File: config.mk
export PLATFORM = sky130hd
export DESIGN_NAME = if_buf_writer_flat
export DESIGN_NICKNAME = d
export VERILOG_FILES = /design/src/rtl/pe_stream_pkg.sv /design/src/rtl/if_buf_writer_if.sv /design/src/rtl/if_buf_writer_tagged_hold_reg.sv /design/src/rtl/if_buf_writer.sv /design/src/flat_wrapper.sv
export SDC_FILE = /design/constraint.sdc
export NUM_CORES = 1
export LEC_CHECK = 0
export BUFFER_PORTS_ARGS = -buffer_cell sky130_fd_sc_hd__buf_4
export CAP_MARGIN = 15
export CORE_AREA = 3 3 60 103
export DETAILED_ROUTE_END_ITERATION = 8
export DIE_AREA = 0 0 63 106
export GPL_TIMING_DRIVEN = 1
export PLACE_DENSITY_LB_ADDON = 0.3
export SYNTH_ARGS = -nofsm -noshare
export SYNTH_HDL_FRONTEND = slang
export SYNTH_SLANG_ARGS = --single-unit
export TNS_END_PERCENT = 20
File: constraint.sdc
create_clock -name clk -period 2.9 [get_ports clk]
set_clock_uncertainty 0.05 [all_clocks]
set_input_delay 0.29 -clock clk [delete_from_list [all_inputs] [get_ports clk]]
set_output_delay 0.29 -clock clk [all_outputs]
set_load 0.01 [all_outputs]
File: src/rtl/pe_stream_pkg.sv
// pe_stream_pkg
//   Definitions shared by the PE stream blocks (IF writer and IF reader):
//   - stream_state_e : writer FSM states
//   - IF_END_BIT / IF_START_BIT : flag positions in a tagged IF word,
//     given for the default data width and re-based to any width by the
//     if_end_bit()/if_start_bit() helpers so both sides agree.
package pe_stream_pkg;

  typedef enum logic [1:0] {
    IDLE   = 2'd0,
    STREAM = 2'd1,
    DRAIN  = 2'd2,
    DONE   = 2'd3
  } stream_state_e;

  // Tagged word layout: {start_flag, end_flag, data[IF_DATA_WIDTH-1:0]}
  localparam int IF_DATA_WIDTH = 8;
  localparam int IF_END_BIT    = IF_DATA_WIDTH;
  localparam int IF_START_BIT  = IF_DATA_WIDTH + 1;

  // Flag positions for an arbitrary data width, keeping the same offsets
  // above the data field as the localparams above.
  function automatic int if_end_bit(input int data_width);
    return data_width + (IF_END_BIT - IF_DATA_WIDTH);
  endfunction

  function automatic int if_start_bit(input int data_width);
    return data_width + (IF_START_BIT - IF_DATA_WIDTH);
  endfunction

endpackage

File: src/rtl/if_buf_writer_if.sv
// if_buf_writer_if
//   Stream signals of the IF buffer writer.
//   Source side : src_valid, src_data (into the writer), src_ready (out).
//   Buffer side : buf_full (into the writer), buf_write, buf_wdata (out).
//   master modport : the writer itself.
//   slave  modport : the surrounding fetch path / IF buffer.
interface if_buf_writer_if #(
  parameter int DATA_WIDTH = 8
);
  logic                  src_valid;
  logic [DATA_WIDTH-1:0] src_data;
  logic                  src_ready;
  logic                  buf_full;
  logic                  buf_write;
  logic [DATA_WIDTH+1:0] buf_wdata;

  modport master (
    input  src_valid, src_data, buf_full,
    output src_ready, buf_write, buf_wdata
  );

  modport slave (
    output src_valid, src_data, buf_full,
    input  src_ready, buf_write, buf_wdata
  );
endinterface

File: src/rtl/if_buf_writer_tagged_hold_reg.sv
// tagged_hold_reg
//   One-entry hold register for tagged IF words.
//   Ports:
//     clk, rstn   : clock, asynchronous active-low reset (discards the word)
//     load        : capture load_word this edge (wins over drain, so a
//                   simultaneous drain+load refills without a bubble)
//     drain       : the held word was consumed this edge
//     load_word   : word to capture
//     hold_valid  : register holds a word
//     hold_word   : the held word
module tagged_hold_reg #(
  parameter int WORD_WIDTH = 10
) (
  input  logic                  clk,
  input  logic                  rstn,
  input  logic                  load,
  input  logic                  drain,
  input  logic [WORD_WIDTH-1:0] load_word,
  output logic                  hold_valid,
  output logic [WORD_WIDTH-1:0] hold_word
);

  logic                  valid_q, valid_d;
  logic [WORD_WIDTH-1:0] word_q, word_d;

  always_comb begin
    valid_d = valid_q;
    word_d  = word_q;
    if (load) begin
      valid_d = 1'b1;
      word_d  = load_word;
    end else if (drain) begin
      valid_d = 1'b0;
    end
  end

  always_ff @(posedge clk or negedge rstn) begin
    if (!rstn) begin
      valid_q <= 1'b0;
      word_q  <= '0;
    end else begin
      valid_q <= valid_d;
      word_q  <= word_d;
    end
  end

  assign hold_valid = valid_q;
  assign hold_word  = word_q;

endmodule

File: src/rtl/if_buf_writer.sv
// if_buf_writer
//   Producer-side writer for a PE input-feature buffer. Accepts row_len x
//   num_rows source words per job, tags each with start/end-of-row flags
//   and pushes them into the IF FIFO through a one-entry hold register.
//   Ports:
//     clk, rstn          : clock, asynchronous active-low reset
//     start              : job start, only looked at while idle
//     row_len, num_rows  : job geometry, latched at start
//     bus (master)       : src_valid/src_data/src_ready source handshake,
//                          buf_full/buf_write/buf_wdata buffer write port
//     busy               : job in progress
//     done               : one-cycle pulse after the final buffer write
module if_buf_writer
  import pe_stream_pkg::*;
#(
  parameter int DATA_WIDTH = 8,
  parameter int LEN_WIDTH  = 8
) (
  input  logic                 clk,
  input  logic                 rstn,
  input  logic                 start,
  input  logic [LEN_WIDTH-1:0] row_len,
  input  logic [LEN_WIDTH-1:0] num_rows,
  if_buf_writer_if.master      bus,
  output logic                 busy,
  output logic                 done
);

  localparam int WORD_WIDTH = DATA_WIDTH + 2;
  localparam int END_BIT    = if_end_bit(DATA_WIDTH);
  localparam int START_BIT  = if_start_bit(DATA_WIDTH);
  localparam logic [LEN_WIDTH-1:0] LEN_ONE = LEN_WIDTH'(1);

  stream_state_e        state_q, state_d;
  logic [LEN_WIDTH-1:0] len_q, len_d;
  logic [LEN_WIDTH-1:0] rows_q, rows_d;
  logic [LEN_WIDTH-1:0] col_q, col_d;
  logic [LEN_WIDTH-1:0] row_q, row_d;
  logic                 busy_q, busy_d;
  logic                 done_q, done_d;

  logic                  hold_valid;
  logic [WORD_WIDTH-1:0] hold_word;
  logic [WORD_WIDTH-1:0] tag_word;
  logic                  src_fire;
  logic                  col_last;
  logic                  row_last;

  // Ready looks at buf_full directly: a full hold register can still take
  // a new word in the same edge it is written out.
  assign bus.src_ready = (state_q == STREAM) & (~hold_valid | ~bus.buf_full);
  assign bus.buf_write = hold_valid & ~bus.buf_full;
  assign bus.buf_wdata = hold_word;

  assign src_fire = bus.src_valid & bus.src_ready;
  assign col_last = (col_q == len_q - LEN_ONE);
  assign row_last = (row_q == rows_q - LEN_ONE);

  always_comb begin
    tag_word                   = '0;
    tag_word[DATA_WIDTH-1:0]   = bus.src_data;
    tag_word[START_BIT]        = (col_q == '0);
    tag_word[END_BIT]          = col_last;
  end

  tagged_hold_reg #(
    .WORD_WIDTH (WORD_WIDTH)
  ) u_hold (
    .clk        (clk),
    .rstn       (rstn),
    .load       (src_fire),
    .drain      (bus.buf_write),
    .load_word  (tag_word),
    .hold_valid (hold_valid),
    .hold_word  (hold_word)
  );

  always_comb begin
    state_d = state_q;
    len_d   = len_q;
    rows_d  = rows_q;
    col_d   = col_q;
    row_d   = row_q;
    unique case (state_q)
      IDLE: begin
        if (start) begin
          len_d   = row_len;
          rows_d  = num_rows;
          col_d   = '0;
          row_d   = '0;
          // An empty job completes without touching the buffer.
          state_d = ((row_len != '0) && (num_rows != '0)) ? STREAM : DONE;
        end
      end
      STREAM: begin
        if (src_fire) begin
          if (col_last) begin
            col_d = '0;
            if (row_last) begin
              state_d = DRAIN;
            end else begin
              row_d = row_q + LEN_ONE;
            end
          end else begin
            col_d = col_q + LEN_ONE;
          end
        end
      end
      DRAIN: begin
        // The last word is in the hold register; finish once it is written.
        if (bus.buf_write) begin
          state_d = DONE;
        end
      end
      DONE: begin
        state_d = IDLE;
      end
      default: begin
        state_d = IDLE;
      end
    endcase
    busy_d = (state_d != IDLE);
    done_d = (state_d == DONE);
  end

  always_ff @(posedge clk or negedge rstn) begin
    if (!rstn) begin
      state_q <= IDLE;
      len_q   <= '0;
      rows_q  <= '0;
      col_q   <= '0;
      row_q   <= '0;
      busy_q  <= 1'b0;
      done_q  <= 1'b0;
    end else begin
      state_q <= state_d;
      len_q   <= len_d;
      rows_q  <= rows_d;
      col_q   <= col_d;
      row_q   <= row_d;
      busy_q  <= busy_d;
      done_q  <= done_d;
    end
  end

  assign busy = busy_q;
  assign done = done_q;

endmodule

File: src/flat_wrapper.sv
// flat-port wrapper written by rule: the top's interface ports become plain ports
module if_buf_writer_flat import pe_stream_pkg::*;
#(
  parameter int DATA_WIDTH = 8,
  parameter int LEN_WIDTH  = 8
)
  (clk, rstn, start, row_len, num_rows, busy, done, bus_src_valid, bus_src_data, bus_buf_full, bus_src_ready, bus_buf_write, bus_buf_wdata);
  if_buf_writer_if #(.DATA_WIDTH(DATA_WIDTH)) bus_i ();
  input  logic clk;
  input  logic rstn;
  input  logic start;
  input  logic [LEN_WIDTH-1:0] row_len;
  input  logic [LEN_WIDTH-1:0] num_rows;
  output logic busy;
  output logic done;
  input wire logic [$bits(bus_i.src_valid)-1:0] bus_src_valid;
  input wire logic [$bits(bus_i.src_data)-1:0] bus_src_data;
  input wire logic [$bits(bus_i.buf_full)-1:0] bus_buf_full;
  output wire logic [$bits(bus_i.src_ready)-1:0] bus_src_ready;
  output wire logic [$bits(bus_i.buf_write)-1:0] bus_buf_write;
  output wire logic [$bits(bus_i.buf_wdata)-1:0] bus_buf_wdata;
  assign bus_i.src_valid = bus_src_valid;
  assign bus_i.src_data = bus_src_data;
  assign bus_i.buf_full = bus_buf_full;
  assign bus_src_ready = bus_i.src_ready;
  assign bus_buf_write = bus_i.buf_write;
  assign bus_buf_wdata = bus_i.buf_wdata;
  if_buf_writer #(.DATA_WIDTH(DATA_WIDTH), .LEN_WIDTH(LEN_WIDTH)) u_core (.clk(clk), .rstn(rstn), .start(start), .row_len(row_len), .num_rows(num_rows), .bus(bus_i), .busy(busy), .done(done));
endmodule
==> metrics <==
mapped cell area 2650 um^2; syn avg cell area 10.1 um^2; commonest non-fill, non-tap cell in the layout dfrtp_1; fin crit share 90.2%; Synth area leader dfrtp_1; Die Height 106 um; Initial Util 49.2%; Max-cap violations 0; synthesis-to-layout area growth 18.1%; starting DRC count in detailed routing 124; Port-buffer cells 42; Flop pwr share 46.6%; PostCTS Resize Cnt 0; FF-to-FF End u_core.done; drt wl/cell 15.5 um; Inserted Diodes 0; Post-CTS Setup Bufs 0; CTS H-tree lvls 2; Clock Pin Slew Worst Setup and Hold Paths 0.09 ns; max_slew headroom 48.7%; worst IR drop on VDD 429 uV; # setup viols final 0; Period minus WS final 2.61 ns; #FFs+latches synth 47; Tot GR Track Use 18.4%; layout cell share with drive strength beyond 1 26.1%; gr busiest metal met2; crit path from u_core.rows_q[0]; FF-to-FF Start u_core.rows_q[0]; final antenna-violating net count 0; die width 63 um; ys flop type dfrtp_1; Core Util, Final 58.1%; status finished, final reports clean; CP Class reg -> reg; worst hold path type in -> reg; CTS Root Cell clkbuf_8; worst path required time 3.06 ns; syn_nets 297; setup TNS 0 ns; Core Rows 35; CTS tree yes; vias per std cell 5.48; Internal 1480 uW; Synth async-reset ratio 100%; CP max FO 4; nets 339; Clock Sink Count 47; main area contributors after synthesis dfrtp_1 (44%), mux2_2 (7.6%), xor2_1 (5.0%), nand2_1 (3.3%), o21ai_0 (2.6%); Clk pwr share 15.8%; Residual DRC 0; TritonCTS Buffers 5; Power Density 775 nW/um^2; fin. max-slew vios 0; combinational share of power 37.6%; Global Route met1 Usage 18.9%; Sw Ratio 39.2%; reg2reg path depth 8; Setup crit end u_core.done; EDFF count, synth 0; grt total ovfl 0; Pre-Repair DR Iteration Count 4; I/O pins 43; vias in the first global route 2081; dpl cell area 3040 um^2; met2 Track Usage GR 36.5%; Post-Route WL 5.88 mm; core footprint 5390 um^2; CP Capture Type flop; Die ar. 6680 um^2; Cell variety after synth 53; largest net degree at the start of global routing 48; worst-margin pin slew 0.769 ns; final instance area 3130 um^2; yosys warns 0; P_sw 950 uW; most frequent cells in the layout dfrtp_1 (47), buf_4 (46), nand2_1 (23), mux2_2 (18), xor2_1 (15); leakage 0.00135 uW; CP Launch Type flop; CTS max path bufs 2; Fin. Hold Viols 0; share of the yosys chip area belonging to registers 44.3%; Final HPWL DP 4.37 mm; top cell type's share of synthesized area 44.3%; reg2reg setup slack 0.29 ns; met3 Resource Use GR 2.33%; worst skew pair latency 0.30 ns; hold_buf cts 1; first-pass GRT wire length 9.77 mm; DR vias 2081; Syn Inst Count 263; initial antenna violation count 0; RSZ-0062 raised after global routing false; critical path arrival 2.78 ns; GPL Wtd Cong 0.867; fmax 0.382 GHz
-- synth_stat cells (all sizes together) (5+ instances only) --
| library cell | n |
|---|---|
| nor2 | 13 |
| or3 | 6 |
| nand2 | 23 |
| o21ai | 14 |
| a21oi | 12 |
| ha | 5 |
| nor4 | 8 |
| nand4 | 11 |
| dfrtp | 47 |
| xnor2 | 8 |
| clkbuf | 9 |
| inv | 11 |
| nor2b | 6 |
| mux2 | 18 |
| nor3 | 9 |
| xor2 | 15 |
-- worst min-delay path by stage --
stage           startpoint               end  slack, ns  cells past startpoint
2_1_floorplan         rstn       u_core.busy      -0.06                      0
3_3_place_gp          rstn  u_core.rows_q[2]       0.29                      1
3_5_place_dp          rstn  u_core.rows_q[6]       0.29                      1
4_1_cts        num_rows[5]  u_core.rows_q[5]       0.15                      3
5_1_grt        num_rows[1]  u_core.rows_q[1]       0.15                      3
6_report        row_len[1]   u_core.len_q[1]       0.16                      3
-- metal layers --
metal	share of wire [%]	routed length [um]	up-vias
met5	0	0	-
met2	60	3500	20
met4	2.0	115	0
li1	-	-	1024
met3	1.7	99	12
met1	37	2170	1025
-- kinds of logic after synthesis --
logic type                 count (synthesis)  synth area share (%)
and+or+nand+nor                           93                  19.5
AOI/OAI and AO/OA                         52                  14.2
DFF                                       47                  44.3
xor gates and xnor gates                  23                  7.59
buffers and inverters                     23                  3.58
muxes                                     20                  8.40
adders and majority gates                  5                  2.36
-- final cells by class --
cell class,count,area [um^2]
multi-input cells,193,1380
repair buffers,47,355
well taps,74,92.6
inverters,11,41.3
fillers,503,2250
clock inverters,2,12.5
clock buffers,6,72.6
flip-flops and latches,47,1180
-- worst max-delay path: stages, from the launching register on --
cell	delay [ns]
dfrtp_1	0.43
inv_1	0.09
ha_1	0.19
or3b_1	0.39
nor4_1	0.19
o2111ai_1	0.13
a311o_2	0.42
or3_4	0.43
a211oi_2	0.20
-- power by group through the flow --
stage / Sequential [uW] / Combinational, uW / Clock, uW
final: 1130 / 913 / 384
after global routing: 1160 / 1030 / 424
after CTS: 1130 / 922 / 400
after detailed placement: 1140 / 915 / 0
after global placement: 1130 / 902 / 0
after floorplan: 1050 / 715 / 0
-- flip-flops by register name (all words and copies together) (netlist names) --
name / flops
u_core.u_hold.hold_word: 10
u_core.row_q: 8
u_core.col_q: 8
u_core.u_hold.hold_valid: 1
u_core.state_q: 2
u_core.busy: 1
u_core.rows_q: 8
u_core.len_q: 8
u_core.done: 1
-- stage by stage --
stage	power, uW	worst slack, ns	hold slack (ns)	std cells
detailed placement	2050	0.328	0.291	371
global placement	2030	0.395	0.291	371
floorplan	1760	0.475	-0.0556	263
CTS	2450	0.255	0.145	380
global route	2620	0.0958	0.152	380
finish	2430	0.286	0.156	380
Note: power is estimated with default switching activity, not from simulation.
